`config.mk`:
```
export PLATFORM = sky130hd
export DESIGN_NAME = mem_port_arbiter
export DESIGN_NICKNAME = d
export VERILOG_FILES = /design/src/rtl/mips_mem_pkg.sv /design/src/rtl/mem_port_arbiter_prio.sv /design/src/rtl/mem_port_arbiter.sv
export SDC_FILE = /design/constraint.sdc
export NUM_CORES = 1
export LEC_CHECK = 0
export ABC_AREA = 1
export BUFFER_PORTS_ARGS = -buffer_cell sky130_fd_sc_hd__clkbuf_2
export CAP_MARGIN = 0
export CORE_AREA = 2 2 120 122
export DETAILED_ROUTE_END_ITERATION = 8
export DIE_AREA = 0 0 122 124
export HOLD_SLACK_MARGIN = 0.1
export RECOVER_POWER = 100
export SKIP_CTS_REPAIR_TIMING = 1
export SLEW_MARGIN = 0
export SYNTH_ARGS = -nofsm -noshare
export SYNTH_HDL_FRONTEND = slang
export SYNTH_HIERARCHICAL = 1
export SYNTH_SLANG_ARGS = --single-unit
```
`constraint.sdc`:
```
create_clock -name clk1 -period 2.8 [get_ports clk1]
set_input_delay 0.56 -clock clk1 [delete_from_list [all_inputs] [get_ports clk1]]
set_output_delay 0.56 -clock clk1 [all_outputs]
set_load 0.02 [all_outputs]
```
`src/rtl/mips_mem_pkg.sv`:
```
// mips_mem_pkg: shared types and defaults for the memory port arbiter
package mips_mem_pkg;
  localparam int MEM_LAT_DEF = 2;
  localparam int STARVE_MAX_DEF = 8;
  typedef enum logic [1:0] {OWN_NONE, OWN_DM, OWN_IF, OWN_DBG} owner_t;
  typedef enum logic [1:0] {S_IDLE, S_WAIT, S_RESP} state_t;
  function automatic owner_t win_owner(input logic [2:0] w);
    return w[0] ? OWN_DM : w[1] ? OWN_IF : w[2] ? OWN_DBG : OWN_NONE;
  endfunction
endpackage

```
`src/rtl/mem_port_arbiter_prio.sv`:
```
// mem_arb_prio: one-hot priority pick, dm > if > dbg unless dbg is promoted
module mem_arb_prio (
  input  logic [2:0] req,
  input  logic       promote,
  output logic [2:0] win
);
  always_comb
    win = (promote && req[2]) ? 3'b100 :
          req[0] ? 3'b001 :
          req[1] ? 3'b010 :
          req[2] ? 3'b100 : 3'b000;
endmodule

```
`src/rtl/mem_port_arbiter.sv`:
```
// mem_port_arbiter: single-outstanding arbiter of dm/fetch/debug onto one memory port
module mem_port_arbiter
  import mips_mem_pkg::*;
#(
  parameter int MEM_LAT = MEM_LAT_DEF,
  parameter int STARVE_MAX = STARVE_MAX_DEF
) (
  input  logic        clk1,
  input  logic        rst,
  input  logic        halt,
  input  logic        dm_req,
  input  logic        dm_we,
  input  logic [31:0] dm_addr,
  input  logic [31:0] dm_wdata,
  output logic        dm_gnt,
  input  logic        if_req,
  input  logic [31:0] if_addr,
  output logic        if_gnt,
  input  logic        dbg_req,
  input  logic        dbg_we,
  input  logic [31:0] dbg_addr,
  input  logic [31:0] dbg_wdata,
  output logic        dbg_gnt,
  output logic        dm_rvalid,
  output logic        if_rvalid,
  output logic        dbg_rvalid,
  output logic [31:0] rdata,
  output logic        stall_if,
  output logic        mem_en,
  output logic        mem_we,
  output logic [31:0] mem_addr,
  output logic [31:0] mem_wdata,
  input  logic [31:0] mem_rdata
);
  localparam int SW = $clog2(STARVE_MAX + 1);
  if (MEM_LAT < 1 || MEM_LAT > 7) begin : g_bad_lat
    $error("mem_port_arbiter: MEM_LAT must be 1..7");
  end
  state_t state;
  owner_t owner;
  logic [2:0] wcnt;
  logic [SW-1:0] starve;
  logic [2:0] reqs, win, gnt;
  logic idle, resp, promote;
  assign idle = state == S_IDLE && !rst;
  assign resp = state == S_RESP && !rst;
  assign promote = starve == SW'(STARVE_MAX);
  assign reqs = {dbg_req, if_req & ~halt, dm_req};
  mem_arb_prio u_prio (.req(reqs), .promote(promote), .win(win));
  assign gnt = idle ? win : 3'b000;
  assign dm_gnt = gnt[0];
  assign if_gnt = gnt[1];
  assign dbg_gnt = gnt[2];
  assign mem_en = |gnt;
  assign mem_we = gnt[0] ? dm_we : gnt[2] & dbg_we;
  assign mem_addr = gnt[0] ? dm_addr : gnt[1] ? if_addr : gnt[2] ? dbg_addr : 32'h0;
  assign mem_wdata = gnt[0] ? dm_wdata : gnt[2] ? dbg_wdata : 32'h0;
  assign dm_rvalid = resp && owner == OWN_DM;
  assign if_rvalid = resp && owner == OWN_IF;
  assign dbg_rvalid = resp && owner == OWN_DBG;
  assign rdata = mem_rdata;
  assign stall_if = if_req & ~if_gnt & ~halt;
  // starvation counts only denied IDLE cycles; it holds across a busy window
  always_ff @(posedge clk1) begin
    if (rst) begin
      state <= S_IDLE;
      owner <= OWN_NONE;
      wcnt <= '0;
      starve <= '0;
    end else begin
      starve <= (!dbg_req || gnt[2]) ? '0 : (idle && !promote) ? starve + SW'(1) : starve;
      case (state)
        S_IDLE: if (|gnt) begin
          owner <= win_owner(gnt);
          state <= (MEM_LAT == 1) ? S_RESP : S_WAIT;
          wcnt <= (MEM_LAT == 1) ? 3'd0 : 3'd1;
        end
        S_WAIT: if (wcnt == 3'(MEM_LAT - 1)) begin
          state <= S_RESP;
          wcnt <= '0;
        end else wcnt <= wcnt + 3'd1;
        default: begin
          state <= S_IDLE;
          owner <= OWN_NONE;
        end
      endcase
    end
  end
endmodule

```
# Yosys cells after proc, flatten, opt, wreduce, memory -nomap -nowiden
# Cells that the tools add are included.
[totals] input_bits=200 out_inout_bits=105 word_cells=62 ff_bits=11
[op_classes] eq_ne=9 n_mux=22 add_sub_neg=2 n_reduce_logical=18 bitwise_logic=7
[ops] operator="$mux W32" n=5
[ops] operator="$mux W3" n=7
[ops] operator="$mux W2" n=6
[ops] operator="$pmux W2 S2" n=2
[ops] operator="$logic_and A1 B1 Y1" n=7
[ops] operator="$eq A2 B2 Y1 const B" n=3
[ops] operator="$pmux W3 S2" n=1
[ops] operator="$reduce_and A2 Y1" n=3
[ops] operator="$add A4 B1 Y4 const B" n=1
[ops] operator="$and A1 B1 Y1" n=4
[ops] operator="$eq A2 B1 Y1 const B" n=2
[ops] operator="$eq A4 B4 Y1 const B" n=1
[ops] operator="$ne A2 B2 Y1 const B" n=2
[ops] operator="$add A3 B1 Y3 const B" n=1
[ops] operator="$eq A3 B1 Y1 const B" n=1
[ops] operator="$logic_not A1 Y1" n=3
[ops] operator="$not A1 Y1" n=3
[ops] operator="$reduce_or A3 Y1" n=1
[ops] operator="$logic_not A2 Y1" n=1
[ops] operator="$reduce_bool A2 Y1" n=1
[ops] operator="$reduce_or A2 Y1" n=1
[ops] operator="$logic_or A1 B1 Y1" n=1
[ops] operator="$mux W1" n=1

# Longest topological paths before layout
# Gate-level depths: netlist of the first run.
[logic_depth] depth_word=11 depth_mapped=15 depth_no_buf=14

# Modules after synthesis
# The synthesis of the first run kept the hierarchy.
[modules_own_cells] mod="mem_port_arbiter" seq_area_each_um2=220.2 area_each_um2=2299.7 cells_each=445 instances=1
[modules_own_cells] mod="mem_arb_prio" seq_area_each_um2=0.0 area_each_um2=37.5 cells_each=9 instances=1

# Worst setup path after synthesis of the first run
# OpenSTA, ideal clock, no wires.
[synth_path] path_type="register to output" startpoint="register starve[0]" endpoint="output port mem_addr[22]" setup_slack_ps=438 stages_incl_launch_ff=15 required_time_ps=2240 path_buffers=1 arrival_time_ps=1802 cell_sequence="dfxtp_1 > inv_1 > ha_1 > nand3_1 > inv_1 > nand2_2 > inv_2 > nor2_1 > nand2_8 > inv_2 > buf_4 > nand2_1 > nand2_1 > nand2_1 > nand2_1"
[synth_between] word_cells_on_any_way=7 classes_between="1 x eq/ne; 5 x mux; 1 x reduce/logical"
[synth_lines] element="from (decl)" line="mem_port_arbiter.sv:42" source="logic [SW-1:0] starve;"
[synth_lines] element="from (signal assigned)" line="mem_port_arbiter.sv:71" source="starve <= (!dbg_req || gnt[2]) ? '0 : (idle && !promote) ? starve + SW'(1) : starve;"
[synth_lines] element="$eq A4 B4 Y1" line="mem_port_arbiter.sv:47" source="assign promote = starve == SW'(STARVE_MAX);"
[synth_lines] element="via promote" line="mem_port_arbiter.sv:44" source="logic idle, resp, promote;"
[synth_lines] element="$logic_and A1 B1 Y1" line="mem_port_arbiter_prio.sv:8" source="win = (promote && req[2]) ? 3'b100 :"
[synth_lines] element="$mux W3" line="mem_port_arbiter_prio.sv:8"
[synth_lines] element="via win[1]" line="mem_port_arbiter.sv:43" source="logic [2:0] reqs, win, gnt;"
[synth_lines] element="$mux W3" line="mem_port_arbiter.sv:50" source="assign gnt = idle ? win : 3'b000;"
[synth_lines] element="via if_gnt" line="mem_port_arbiter.sv:18" source="output logic if_gnt,"
[synth_lines] element="$mux W32 (2 in series)" line="mem_port_arbiter.sv:56" source="assign mem_addr = gnt[0] ? dm_addr : gnt[1] ? if_addr : gnt[2] ? dbg_addr : 32'h0;"
[synth_lines] element="to (decl)" line="mem_port_arbiter.sv:31" source="output logic [31:0] mem_addr,"
# The timed path passes the listed nets, and every way through them passes these cells.

# Worst setup path after layout of the first run
[layout_path] startpoint="register starve[0]" endpoint="output port mem_addr[31]"
[layout_between] word_cells_on_any_way=7 classes_between="1 x eq/ne; 5 x mux; 1 x reduce/logical"
[layout_lines] element="$eq A4 B4 Y1" line="mem_port_arbiter.sv:47"
[layout_lines] element="via promote" line="mem_port_arbiter.sv:44"
[layout_lines] element="$logic_and A1 B1 Y1" line="mem_port_arbiter_prio.sv:8"
[layout_lines] element="$mux W3" line="mem_port_arbiter_prio.sv:8"
[layout_lines] element="via win[1]" line="mem_port_arbiter.sv:43"
[layout_lines] element="$mux W3" line="mem_port_arbiter.sv:50"
[layout_lines] element="$mux W32 (2 in series)" line="mem_port_arbiter.sv:56"
# The timed path passes the listed nets, and every way through them passes these cells.

==> results of run 1 <==
sequential cells by signal, indices dropped and copies added, names as in the netlist:
signal  count
owner       2
wcnt        3
state       2
starve      4
cell families after synthesis:
logic type      after synthesis  synth area share, %
compound gates               13                2.998
xor+xnor                      1               0.3748
fa+ha+maj                     2                1.070
buf+inv                      84                22.97
flops                        11                9.422
simple gates                343                63.17
through the flow:
step                      hold WS, ns  instance area [sq um]
after floorplan                0.4461                   2337
after global placement         0.4843                   3475
after detailed placement       0.4758                   3475
after CTS                      0.4878                   3555
after global routing           0.5101                   3702
final                          0.4823                   3702
layer usage:
| layer | global-route usage (%) | up-vias |
|---|---|---|
| li1 | - | 1766 |
| met1 | 12.82 | 1395 |
| met2 | 18.16 | 163 |
| met3 | 1.648 | 19 |
| met4 | 2.299 | 0 |
| met5 | 0 | - |
path summary, 6_finish.rpt:
check,from,slack [ns],end
worst min-delay path,starve[1],0.48,starve[1]
worst max-delay path,starve[0],0.19,mem_addr[31]
worst max register to register,starve[0],0.73,wcnt[1]
worst min register to register,starve[1],0.48,starve[1]
layout make-up:
| class | instances | area [sq um] | area share (%) |
|---|---|---|---|
| repair inverters | 1 | 8.758 | 0.2366 |
| repair buffers | 258 | 1436 | 38.80 |
| well taps | 180 | 225.2 | 6.083 |
| flip-flops and latches | 11 | 225.2 | 6.083 |
| multi-input cells | 359 | 1594 | 43.06 |
| inverters | 30 | 132.6 | 3.582 |
| clock buffers | 3 | 75.07 | 2.028 |
| clock inverters | 1 | 5.005 | 0.1352 |
synth_stat cells (2+ instances only):
master      n  share of area (%)
a21oi_1     7                1.5
buf_1       2               0.32
buf_12      2                1.7
buf_2       8                1.7
buf_4      33                 11
buf_6       6                2.9
clkbuf_1    3               0.48
dfxtp_1    11                9.4
ha_1        2                1.1
inv_1      22                3.5
inv_2       5               0.80
inv_6       2               0.75
nand2_1   259                 42
nand2_2    21                5.6
nand2_4     2               0.96
nand2_8     2                1.7
nand3_1    46                9.9
nor2_1      6               0.96
nor3_1      4               0.86
o21ai_0     4               0.86
cell usage in the layout (no fill, tap or decap):
| master | synthesis | final |
|---|---|---|
| nand2_1 | 259 | 259 |
| clkbuf_2 | 0 | 237 |
| nand3_1 | 46 | 46 |
| inv_1 | 22 | 22 |
| nand2_2 | 21 | 21 |
| dfxtp_1 | 11 | 9 |
| buf_4 | 33 | 9 |
| a21oi_1 | 7 | 7 |
| clkbuf_16 | 0 | 6 |
| inv_2 | 5 | 4 |
| nor3_1 | 4 | 4 |
| nor2_1 | 6 | 4 |
| o21ai_0 | 4 | 4 |
| buf_12 | 2 | 4 |
| nand2_8 | 2 | 3 |
| clkbuf_1 | 3 | 3 |
| inv_6 | 2 | 2 |
| ha_1 | 2 | 2 |
| nor2_2 | 0 | 2 |
| nor2_4 | 1 | 1 |
| nand2_4 | 2 | 1 |
| nor2_8 | 1 | 1 |
| clkinv_1 | 1 | 1 |
| inv_4 | 0 | 1 |
| clkinv_8 | 0 | 1 |
| o31ai_1 | 1 | 1 |
| o211ai_1 | 1 | 1 |
| or2_2 | 1 | 1 |
| xor2_1 | 1 | 1 |
| clkinv_2 | 0 | 1 |
| buf_2 | 8 | 1 |
| buf_6 | 6 | 1 |
| dfxtp_4 | 0 | 1 |
| dfxtp_2 | 0 | 1 |
power by group through the flow:
stage	registers (mW)	clock network, mW	logic (mW)
3_3_place_gp	0.180	0	0.571
6_report	0.178	0.262	0.583
5_1_grt	0.180	0.280	0.643
2_1_floorplan	0.179	0	0.399
3_5_place_dp	0.181	0	0.569
4_1_cts	0.178	0.269	0.572
critical path: stages (launching register included):
cell and delay (ns):
dfxtp_4 0.35, inv_1 0.05, ha_1 0.18, nand3_1 0.09, inv_1 0.05, nand2_2 0.07, inv_2 0.04, nor2_2 0.07
buf_4 0.15, nand2_8 0.07, inv_4 0.10, buf_12 0.14, nand2_1 0.06, nand2_1 0.07, nand2_1 0.07, nand2_1 0.07
clkbuf_2 0.16
==> results.py, run 1 <==
metrics = {
    "pwr": {
        "combPwrFrac_pct": 57.0,
        "pwr_density_cell_nw_per_um2": 276.4,
        "finalPower_mw": 1.023,
        "leakagePower_nw": 2.375,
        "p_seq_share_pct": 17.4,
        "p_switching_uw": 437.0,
        "switching_share_pct": 42.69,
        "peakVddDrop_v": 0.0001802,
        "clock_power_share_pct": 25.6,
        "p_int_uw": 586.5,
    },
    "route": {
        "vias_per_cell": 3.966,
        "met1_length_mm": 3.974,
        "dr_wl_met3_um": 797,
        "firstDrtPassIters": 4,
        "met2_length_mm": 4.544,
        "via_count": 3343,
        "drt-initial-drc-count": 161,
        "drc": 0,
        "ant_nets": 0,
        "wl_per_cell_um": 11.24,
        "drt-total-wl_mm": 9.472,
        "highest_layer": "met4",
    },
    "logic_synthesis": {
        "async_flop_share_pct": 0,
        "syn-cell-area_sq_um": 2337,
        "syn-instance-count": 454,
        "synth_warnings": 6,
        "synth_edf_count": 0,
        "syn_area_per_cell_sq_um": 5.148,
        "synth_cell_types": 27,
        "ys_seq_area_share_pct": 9.422,
        "syn_nets": 656,
        "synth_flop_cell": "dfxtp_1",
        "ys_seq_elements": 11,
    },
    "placed_design": {
        "port_buffers": 240,
        "placed_cells": 830,
        "place_congestion": 0.7996,
        "preCtsSetupSlack_ns": 0.2356,
        "place_hpwl_mm": 7.492,
    },
    "clock_tree": {
        "cts_tree": "done",
        "cts_htree_levels": 1,
        "cts_buffer_depth": 2,
        "clock_sinks": 11,
        "clkTransAtPathRegs_ns": 0.04,
        "cts_buffers": 3,
        "root_buffer": "clkbuf_16",
        "clk_latency_ns": 0.24,
    },
    "critical_path": {
        "path_class": "reg -> out",
        "critPathMaxFanout": 9,
        "critPathCaptureType": "output port",
        "start_kind": "register",
        "arrival_ns": 2.05,
        "worstRegToRegCells": 13,
        "required_ns": 2.24,
    },
    "sta": {
        "setup_violations": 0,
        "slew_violations": 0,
        "period_share_pct": 93.10,
        "worst_clock_skew_ns": 0.001796,
        "rsz0062_at_grt": "no",
        "setup_ws_ns": 0.1933,
        "tightestPinTransition_ns": 0.4052,
        "hold_viol_final": 0,
        "fin_setup_tns_ns": 0,
        "fmax_mhz": 383.6,
        "finalCriticalPeriod_ns": 2.607,
        "slew_headroom_pct": 72.76,
    },
    "global_routing": {
        "antenna_found_initial": 0,
        "grt_use_total_pct": 10.17,
        "overflow": 0,
        "grt_pass1_vias": 2670,
        "grt_pass1_wl_mm": 12.54,
        "grt_max_degree": 37,
    },
    "final_layout": {
        "utilization_pct": 26.99,
        "antenna_cells": 0,
        "final_cells": 843,
        "nets": 866,
        "n_fill_cell": 1584,
        "layout-drive-gt1-share_pct": 45.10,
        "area_delta_synth_final_pct": 58.40,
    },
    "die": {
        "start_util_pct": 17.04,
        "chipHeight_um": 124,
        "fp.coreArea_sq_um": 13720,
        "pin_count": 305,
        "num_rows": 43,
        "dieArea_sq_um": 15130,
        "die_x_um": 122,
    },
    "status": {
        "outcome": "complete, no violations",
    },
    "hold_path": {
        "hold_path.class": "reg -> reg",
        "whs_path_depth": 2,
    },
    "flow_run": {
        "drv_cap": 0,
    },
}
No activity file was read; power rests on OpenSTA's default activity.
==> run 2: changes to the inputs <==
--- a/config.mk
+++ b/config.mk
@@ -12,6 +12,7 @@
 export DETAILED_ROUTE_END_ITERATION = 8
 export DIE_AREA = 0 0 122 124
 export HOLD_SLACK_MARGIN = 0.1
+export PLACE_DENSITY = 0.57
 export RECOVER_POWER = 100
 export SKIP_CTS_REPAIR_TIMING = 1
 export SLEW_MARGIN = 0
==> run 2 against run 1 <==
Against the previous run:
- via count shrank 0.21%
- core utilization shrank 0.52 points
- die area is the same
- power shrank 0.97%
- clock-buffer cell count grew 1
- global-route usage grew 0.61 points
- sequential cell count is the same
- worst setup slack lost 0.021 ns
==> results.py, run 2 (synthesis gave the netlist of run 1 again) <==
metrics = {
    "pwr": {
        "switching_share_pct": 42.80,
        "pwr_density_cell_nw_per_um2": 279.1,
        "p_seq_share_pct": 17.6,
        "p_int_uw": 579.7,
        "clock_power_share_pct": 25.6,
        "combPwrFrac_pct": 56.8,
        "peakVddDrop_v": 0.0002150,
        "leakagePower_nw": 2.317,
        "p_switching_uw": 433.8,
        "finalPower_mw": 1.014,
    },
    "sta": {
        "finalCriticalPeriod_ns": 2.628,
        "worst_clock_skew_ns": 0.0009047,
        "slew_violations": 0,
        "setup_violations": 0,
        "hold_viol_final": 0,
        "fmax_mhz": 380.6,
        "slew_headroom_pct": 73.48,
        "tightestPinTransition_ns": 0.3944,
        "period_share_pct": 93.84,
    },
    "global_routing": {
        "grt_pass1_wl_mm": 13.06,
        "grt_pass1_vias": 2684,
        "grt_use_total_pct": 10.78,
        "antenna_found_initial": 1,
        "grt_max_degree": 43,
        "overflow": 0,
    },
    "placed_design": {
        "place_hpwl_mm": 7.424,
        "place_congestion": 0.8004,
        "port_buffers": 240,
        "placed_cells": 828,
    },
    "critical_path": {
        "critPathMaxFanout": 9,
        "critPathCaptureType": "output port",
        "start_kind": "register",
        "required_ns": 2.24,
        "reg2reg_slack_ns": 0.79,
        "path_class": "reg -> out",
        "arrival_ns": 2.07,
    },
    "die": {
        "fp.coreArea_sq_um": 13720,
        "num_rows": 43,
        "dieArea_sq_um": 15130,
        "pin_count": 305,
        "chipHeight_um": 124,
        "start_util_pct": 17.04,
        "die_x_um": 122,
    },
    "route": {
        "drt-total-wl_mm": 9.855,
        "ant_nets": 0,
        "drc": 0,
        "firstDrtPassIters": 4,
        "vias_per_cell": 3.990,
        "wl_per_cell_um": 11.79,
        "via_count": 3336,
        "drt-initial-drc-count": 124,
    },
    "final_layout": {
        "mostFrequentLayoutCells": "259 x nand2_1, 228 x clkbuf_2, 46 x nand3_1",
        "regMostFlops": "starve",
        "area_delta_synth_final_pct": 55.35,
        "nets": 859,
        "antenna_cells": 0,
        "reg_top3": "starve (4), wcnt (3)",
        "layout-drive-gt1-share_pct": 43.14,
        "final_cells": 836,
        "layout_commonest_cell": "nand2_1",
        "largest_reg_flops": 4,
    },
    "clock_tree": {
        "cts_tree": "done",
        "clkTransAtPathRegs_ns": 0.04,
        "clk_latency_ns": 0.24,
        "cts_buffer_depth": 2,
        "cts_htree_levels": 1,
        "cts_buffers": 3,
        "root_buffer": "clkbuf_16",
        "clock_sinks": 11,
    },
    "hold_path": {
        "hold_path.class": "reg -> reg",
    },
    "flow_run": {
        "drv_cap": 0,
    },
    "status": {
        "outcome": "complete, no violations",
    },
}
run 2: worst paths after layout:
kind,start,endpoint,depth (start not counted)
min,owner[1],owner[1],2
max reg2reg,starve[0],owner[0],15
max,starve[0],mem_addr[6],16
min reg2reg,owner[1],owner[1],2
run 2: power groups by stage:
stage / Combinational [mW] / Clock, mW / Sequential [mW]
floorplan: 0.399 / 0 / 0.179
global placement: 0.569 / 0 / 0.180
detailed placement: 0.567 / 0 / 0.181
CTS: 0.569 / 0.266 / 0.178
global route: 0.642 / 0.272 / 0.180
finish: 0.576 / 0.260 / 0.178
run 2: per-layer routing:
metal | up-vias | share of wire [%] | track usage, %
li1 | 1758 | - | -
met1 | 1417 | 43 | 13.07
met2 | 150 | 48 | 19.66
met3 | 9 | 8.3 | 2.335
met4 | 2 | 0.64 | 2.011
met5 | - | 0.17 | 0
run 2: layout make-up:
class	count	area [sq um]
flip-flops and latches	11	222.7
multi-input cells	359	1592
repair inverters	1	11.26
well taps	180	225.2
repair buffers	251	1355
inverters	30	146.4
fillers	1574	10090
clock buffers	4	78.83
run 2: stage by stage:
step	worst slack [ns]	area (sq um)	util [%]	setup TNS (ns)	hold WS (ns)
floorplan	0.4383	2337	-	0	0.4461
global placement	0.2725	3447	25.13	0	0.4821
detailed placement	0.2589	3447	25.13	0	0.4842
CTS	0.05632	3526	25.70	0	0.4897
global route	-0.002331	3631	26.47	-0.002331	0.5182
finish	0.1723	3631	26.47	0	0.4856
run 2: critical path, cell delays in order, from the launching register on:
cell      delay (ns)
dfxtp_2         0.35
inv_1           0.06
ha_1            0.19
nand3_1         0.09
inv_1           0.05
nand2_2         0.07
inv_2           0.04
nor2_1          0.08
buf_4           0.15
nand2_8         0.07
inv_4           0.11
buf_12          0.14
nand2_1         0.06
nand2_1         0.06
nand2_1         0.05
nand2_1         0.09
clkbuf_2        0.17
